[src/rtl/cache_refill_if.sv]
// Bundle of the refill engine's handshake and bus signals: miss request from
// the cache FSM, read port to the backing RAM, data/tag write ports into the
// cache arrays, and the critical-byte forward path.
interface cache_refill_if #(
  parameter int DATA_W = 8,
  parameter int TAG_W  = 6,
  parameter int LINE_W = 2,
  parameter int BLK_W  = 3
);
  localparam int ADDR_W = TAG_W + LINE_W + BLK_W;

  // Miss request side
  logic              miss_req;
  logic [ADDR_W-1:0] miss_addr;
  logic              busy;
  logic              fill_done;

  // Backing RAM read port
  logic              mem_req;
  logic [ADDR_W-1:0] mem_addr;
  logic              mem_ack;
  logic [DATA_W-1:0] mem_data;

  // Data-cache write port
  logic              dwr;
  logic [LINE_W-1:0] dline;
  logic [BLK_W-1:0]  dblk;
  logic [DATA_W-1:0] ddata;

  // Tag store / valid-bit write port
  logic              twr;
  logic [TAG_W-1:0]  ttag;

  // Early-forwarded requested byte
  logic              crit_valid;
  logic [DATA_W-1:0] crit_data;

  // Cache FSM plus RAM side: issues misses, answers reads, observes writes
  modport master (
    output miss_req, miss_addr, mem_ack, mem_data,
    input  busy, fill_done, mem_req, mem_addr,
    input  dwr, dline, dblk, ddata, twr, ttag, crit_valid, crit_data
  );

  // Refill engine side
  modport slave (
    input  miss_req, miss_addr, mem_ack, mem_data,
    output busy, fill_done, mem_req, mem_addr,
    output dwr, dline, dblk, ddata, twr, ttag, crit_valid, crit_data
  );
endinterface

[src/rtl/cache_refill.sv]
// Critical-word-first cache line refill engine. On a miss it fetches all
// 2**BLK_W beats of the line from the backing RAM starting at the missing
// block, wrapping around, writes each beat into the data array as it
// arrives, forwards the first (requested) byte immediately, and only then
// writes the tag/valid bit so an interrupted fill never leaves a valid line.
module cache_refill #(
  parameter int DATA_W = 8,
  parameter int TAG_W  = 6,
  parameter int LINE_W = 2,
  parameter int BLK_W  = 3
) (
  input  logic           clk,
  input  logic           reset,
  cache_refill_if.slave  bus
);

  localparam int ADDR_W = TAG_W + LINE_W + BLK_W;
  // Beat counter value on the final beat of a line
  localparam logic [BLK_W-1:0] CNT_LAST = '1;

  typedef enum logic [1:0] {
    ST_IDLE   = 2'd0,
    ST_FETCH  = 2'd1,
    ST_COMMIT = 2'd2,
    ST_DONE   = 2'd3
  } state_t;

  state_t            state_q, state_d;
  logic [TAG_W-1:0]  tag_q,   tag_d;
  logic [LINE_W-1:0] line_q,  line_d;
  logic [BLK_W-1:0]  beat_q,  beat_d;
  logic [BLK_W-1:0]  cnt_q,   cnt_d;
  logic [DATA_W-1:0] crit_q,  crit_d;

  logic              first_beat;
  logic              ack_in_fetch;

  // An ack only means something while the engine is fetching
  assign ack_in_fetch = (state_q == ST_FETCH) && bus.mem_ack;
  assign first_beat   = (cnt_q == '0);

  // Next-state and datapath update for the fill sequencer
  always_comb begin
    state_d = state_q;
    tag_d   = tag_q;
    line_d  = line_q;
    beat_d  = beat_q;
    cnt_d   = cnt_q;
    crit_d  = crit_q;
    case (state_q)
      ST_IDLE: begin
        if (bus.miss_req) begin
          tag_d   = bus.miss_addr[ADDR_W-1 -: TAG_W];
          line_d  = bus.miss_addr[BLK_W +: LINE_W];
          beat_d  = bus.miss_addr[BLK_W-1:0];
          cnt_d   = '0;
          state_d = ST_FETCH;
        end
      end
      ST_FETCH: begin
        if (ack_in_fetch) begin
          // Beat wraps naturally at the line boundary
          beat_d = beat_q + BLK_W'(1);
          cnt_d  = cnt_q + BLK_W'(1);
          if (first_beat) begin
            crit_d = bus.mem_data;
          end
          if (cnt_q == CNT_LAST) begin
            state_d = ST_COMMIT;
          end
        end
      end
      ST_COMMIT: begin
        state_d = ST_DONE;
      end
      ST_DONE: begin
        state_d = ST_IDLE;
      end
      default: begin
        state_d = ST_IDLE;
      end
    endcase
  end

  // Output decode; strobes are suppressed while reset is held so nothing
  // reaches the cache arrays from a state that is about to be discarded
  always_comb begin
    bus.busy       = 1'b0;
    bus.fill_done  = 1'b0;
    bus.mem_req    = 1'b0;
    bus.mem_addr   = {tag_q, line_q, beat_q};
    bus.dwr        = 1'b0;
    bus.dline      = line_q;
    bus.dblk       = beat_q;
    bus.ddata      = bus.mem_data;
    bus.twr        = 1'b0;
    bus.ttag       = tag_q;
    bus.crit_valid = 1'b0;
    bus.crit_data  = crit_q;
    if (!reset) begin
      bus.busy = (state_q != ST_IDLE);
      case (state_q)
        ST_FETCH: begin
          bus.mem_req = 1'b1;
          if (bus.mem_ack) begin
            bus.dwr = 1'b1;
            if (first_beat) begin
              bus.crit_valid = 1'b1;
              bus.crit_data  = bus.mem_data;
            end
          end
        end
        ST_COMMIT: begin
          bus.twr = 1'b1;
        end
        ST_DONE: begin
          bus.fill_done = 1'b1;
        end
        default: begin
        end
      endcase
    end
  end

  // State register; reset dominates any miss or ack in the same cycle
  always_ff @(posedge clk) begin
    if (reset) begin
      state_q <= ST_IDLE;
      tag_q   <= '0;
      line_q  <= '0;
      beat_q  <= '0;
      cnt_q   <= '0;
      crit_q  <= '0;
    end else begin
      state_q <= state_d;
      tag_q   <= tag_d;
      line_q  <= line_d;
      beat_q  <= beat_d;
      cnt_q   <= cnt_d;
      crit_q  <= crit_d;
    end
  end

endmodule

[src/flat_wrapper.sv]
// flat-port wrapper written by rule: the top's interface ports become plain ports
module cache_refill_flat 
#(
  parameter int DATA_W = 8,
  parameter int TAG_W  = 6,
  parameter int LINE_W = 2,
  parameter int BLK_W  = 3
)
  (clk, reset, bus_miss_req, bus_miss_addr, bus_mem_ack, bus_mem_data, bus_busy, bus_fill_done, bus_mem_req, bus_mem_addr, bus_dwr, bus_dline, bus_dblk, bus_ddata, bus_twr, bus_ttag, bus_crit_valid, bus_crit_data);
  cache_refill_if #(.DATA_W(DATA_W), .TAG_W(TAG_W), .LINE_W(LINE_W), .BLK_W(BLK_W)) bus_i ();
  input  logic clk;
  input  logic reset;
  input wire logic [$bits(bus_i.miss_req)-1:0] bus_miss_req;
  input wire logic [$bits(bus_i.miss_addr)-1:0] bus_miss_addr;
  input wire logic [$bits(bus_i.mem_ack)-1:0] bus_mem_ack;
  input wire logic [$bits(bus_i.mem_data)-1:0] bus_mem_data;
  output wire logic [$bits(bus_i.busy)-1:0] bus_busy;
  output wire logic [$bits(bus_i.fill_done)-1:0] bus_fill_done;
  output wire logic [$bits(bus_i.mem_req)-1:0] bus_mem_req;
  output wire logic [$bits(bus_i.mem_addr)-1:0] bus_mem_addr;
  output wire logic [$bits(bus_i.dwr)-1:0] bus_dwr;
  output wire logic [$bits(bus_i.dline)-1:0] bus_dline;
  output wire logic [$bits(bus_i.dblk)-1:0] bus_dblk;
  output wire logic [$bits(bus_i.ddata)-1:0] bus_ddata;
  output wire logic [$bits(bus_i.twr)-1:0] bus_twr;
  output wire logic [$bits(bus_i.ttag)-1:0] bus_ttag;
  output wire logic [$bits(bus_i.crit_valid)-1:0] bus_crit_valid;
  output wire logic [$bits(bus_i.crit_data)-1:0] bus_crit_data;
  assign bus_i.miss_req = bus_miss_req;
  assign bus_i.miss_addr = bus_miss_addr;
  assign bus_i.mem_ack = bus_mem_ack;
  assign bus_i.mem_data = bus_mem_data;
  assign bus_busy = bus_i.busy;
  assign bus_fill_done = bus_i.fill_done;
  assign bus_mem_req = bus_i.mem_req;
  assign bus_mem_addr = bus_i.mem_addr;
  assign bus_dwr = bus_i.dwr;
  assign bus_dline = bus_i.dline;
  assign bus_dblk = bus_i.dblk;
  assign bus_ddata = bus_i.ddata;
  assign bus_twr = bus_i.twr;
  assign bus_ttag = bus_i.ttag;
  assign bus_crit_valid = bus_i.crit_valid;
  assign bus_crit_data = bus_i.crit_data;
  cache_refill #(.DATA_W(DATA_W), .TAG_W(TAG_W), .LINE_W(LINE_W), .BLK_W(BLK_W)) u_core (.clk(clk), .reset(reset), .bus(bus_i));
endmodule
[config.mk]
export PLATFORM = sky130hd
export DESIGN_NAME = cache_refill_flat
export DESIGN_NICKNAME = d
export VERILOG_FILES = /design/src/rtl/cache_refill_if.sv /design/src/rtl/cache_refill.sv /design/src/flat_wrapper.sv
export SDC_FILE = /design/constraint.sdc
export NUM_CORES = 1
export LEC_CHECK = 0
export ABC_CLOCK_PERIOD_IN_PS = 2050
export CAP_MARGIN = 5
export CORE_UTILIZATION = 37
export CTS_BUF_LIST = sky130_fd_sc_hd__clkbuf_8
export DETAILED_ROUTE_END_ITERATION = 7
export PLACE_DENSITY = 0.77
export REMOVE_ABC_BUFFERS = 1
export SYNTH_ARGS = -nofsm -noshare
export SYNTH_HDL_FRONTEND = slang
export SYNTH_SLANG_ARGS = --single-unit
[constraint.sdc]
create_clock -name clk -period 2.05 [get_ports clk]
set_input_delay 0.615 -clock clk [delete_from_list [all_inputs] [get_ports clk]]
set_output_delay 0.615 -clock clk [all_outputs]
set_load 0.05 [all_outputs]
==> results.cfg <==
[timing]
skew_ns = 0.00410
post-route-period-util_pct = 118
fin_crit_ns = 2.41
finalSetupTns_ns = -3.07
hold_violations = 0
rsz0062_at_grt = yes
hold_slack_ns = 0.455
slew_viol_final = 0
setup_viol = 9
tightestPinTransition_ns = 0.332
timing.slew.headroom_pct = 77.8
setup_ws_ns = -0.365
fmax_mhz = 414

[clock_network]
clk_latency_ns = 0.27
numCtsBuffers = 3
cts_buffer_depth = 2
cts-root-buf = clkbuf_8
cts_tree = done
cts_max_level = 1
clock_sinks = 24
clk_pin_slew_worst_paths_ns = 0.09

[floorplanning]
initial_core_util_pct = 39.7
io_pins = 67
core_region_area_um2 = 3440
die_height_um = 62.8
die_w_um = 62.8
die-area_um2 = 3940
rows = 21

[grt]
antenna_found_initial = 0
grt_pass1_wl_um = 6020
grtUsageMet1_pct = 23.0
grtUsageMet2_pct = 34.0
grt_use_met3_pct = 4.74
grt_usage_pct = 19.3
gr-total-overflow = 0
top_usage_layer = met2
grt_max_degree = 15
grt_pass1_vias = 1233

[synth]
post-synth-top-area-cell = dfxtp_1
ys_top_cells_by_area = dfxtp_1 35%, buf_4 10%, mux2_2 8.2%, a21oi_1 7.7%, ha_1 7.3%
synthCells = 158
ys_types = 27
synth_top_area_share_pct = 35.2
ys_warn_count = 0
synth_area_um2 = 1370
synth-seq-cells = 24
syn_avg_cell_area_um2 = 8.65
synth.yosys.seq_area_share_pct = 35.2

[routing]
ant_nets = 0
route.detailed.drc = 0
routed_wl_um = 3780
vias_per_cell = 4.81
initialDrtViolationCount = 50
drtPass1Iterations = 4
vias = 1341
wl_per_cell_um = 13.6

[finish]
instances_no_fill = 279
drive_gt1_share_pct = 45.5
antenna_cells = 0
fin_util_pct = 72.2
synthToLayoutAreaGrowth_pct = 81.8
nets = 265

[min_path]
hold_path_class = register to register

[status]
violations = negative setup slack
outcome = complete, but fails checks

[critical_path]
cp_slowest_cell = dfxtp_2
critPathKind = register to output port
slowest_delay_ns = 0.33
worst_setup_path_end_kind = output port
critPathLaunchType = register
critPathArrivalTime_ns = 1.80
crit_fanout = 4
required_ns = 1.43
cp_cell_sequence = inv_2 > ha_4 > nand2_4 > nor4b_4 > buf_4 > mux2_4 > buf_8

[pwr]
finalPower_mw = 3.17
p_leak_nw = 1.09
ir_drop_v = 0.000924
power_density_nw_per_um2 = 1280

[place]
gp_congestion = 0.746
dp.cells = 269
hpwl_um = 2480
portBuffers = 66

[run]
max_cap_violations = 0
==> cells in the mapped netlist <==
library cell and number:
nand2_1 26, dfxtp_1 24, a21oi_1 21, buf_4 19, mux2_2 10, ha_1 8
nand3_1 8, nor2b_1 7, inv_1 4, clkbuf_1 3, nor2_1 3, o31ai_1 3
a22o_1 2, and2_1 2, and3b_1 2, buf_1 2, buf_2 2, mux2i_1 2
nand4b_1 2, a21bo_2 1, a311oi_1 1, and4b_1 1, nand2b_1 1, nor4b_4 1
o211ai_1 1, o21a_1 1, or4_1 1
==> critical path: cells and delay by family, from the launching register on <==
family | cells | cell delay, ns
flip-flops | 1 | 0.33
multiplexers | 1 | 0.31
buffers and inverters | 3 | 0.43
AND/OR/NAND/NOR | 2 | 0.31
adder cells (fa/ha/maj) | 1 | 0.15
==> timing repair <==
item                                    in CTS  in global routing
setup buffers                                3                  3
hold buffers                                 0                  0
pin swaps                                    3                  4
endpoints found under the setup margin      15                 12
endpoints found under the hold margin        0                  0
cloned                                       2                  0
gates resized for setup                     50                  7
==> area by class of cell <==
cell class / count / area, um2
Sequential cell: 24 / 484
Clock inverter: 1 / 30.0
Tap cell: 46 / 57.6
Timing Repair Buffer: 97 / 1060
Clock buffer: 3 / 41.3
Multi-Input combinational cell: 104 / 798
Inverter: 4 / 15.0
Fill cell: 237 / 958
==> power breakdown <==
| part | switching [mW] | internal [mW] | total (mW) |
|---|---|---|---|
| registers | 0.0873 | 0.575 | 0.662 |
| logic | 1.19 | 0.894 | 2.09 |
| clock network | 0.158 | 0.261 | 0.419 |
| total | 1.44 | 1.73 | 3.17 |
==> sequential cells by signal (all words and copies together), names as in the netlist <==
register,count
u_core.bus.dblk,3
u_core.cnt_q,3
u_core.bus.dline,2
u_core.bus.ttag,6
u_core.crit_q,8
u_core.state_q,2
==> per-layer routing <==
layer / up-vias / routed length (um)
li1: 681 / -
met4: 0 / 50
met3: 6 / 178
met2: 43 / 2010
met1: 611 / 1540
met5: - / 0
==> path summary, 6_finish.rpt <==
kind	startpoint	endpoint	slack [ns]	depth (start not counted)
worst max-delay path	u_core.state_q[1]	bus_crit_data[0]	-0.36	7
worst min-delay path	u_core.crit_q[6]	u_core.crit_q[6]	0.46	2
worst max register to register	u_core.state_q[1]	u_core.bus.dblk[0]	0.21	8
worst min register to register	u_core.crit_q[6]	u_core.crit_q[6]	0.46	2
==> cell usage in the layout (no fill, tap or decap), types with 3 or more instances in the layout <==
master	instances
ha_4	3
nor2b_1	5
buf_8	8
mux2_4	8
dfxtp_1	21
nand3_1	8
inv_2	3
ha_1	5
clkdlybuf4s50_1	20
a21oi_1	21
buf_4	49
nand2_1	25
o31ai_1	3
buf_12	15
clkbuf_8	3
dfxtp_2	3
==> stage by stage <==
step	setup WS, ns	area (um2)
5_1_grt	-0.445	2480
3_5_place_dp	-0.699	2170
2_1_floorplan	-0.853	1190
4_1_cts	-0.385	2440
3_3_place_gp	-0.696	2170
6_report	-0.365	2480
==> logic make-up (layout without fill, tap and decap cells) <==
kind of cell	Yosys count	count (layout)	share of synthesized area, %
AOI/OAI and AO/OA	30	30	13.1
DFF	24	24	35.2
muxes	12	12	9.71
buffers and inverters	30	105	13.6
adders and majority gates	8	8	7.33
and+or+nand+nor	54	54	21.1
(Power assumes the default switching activity.)
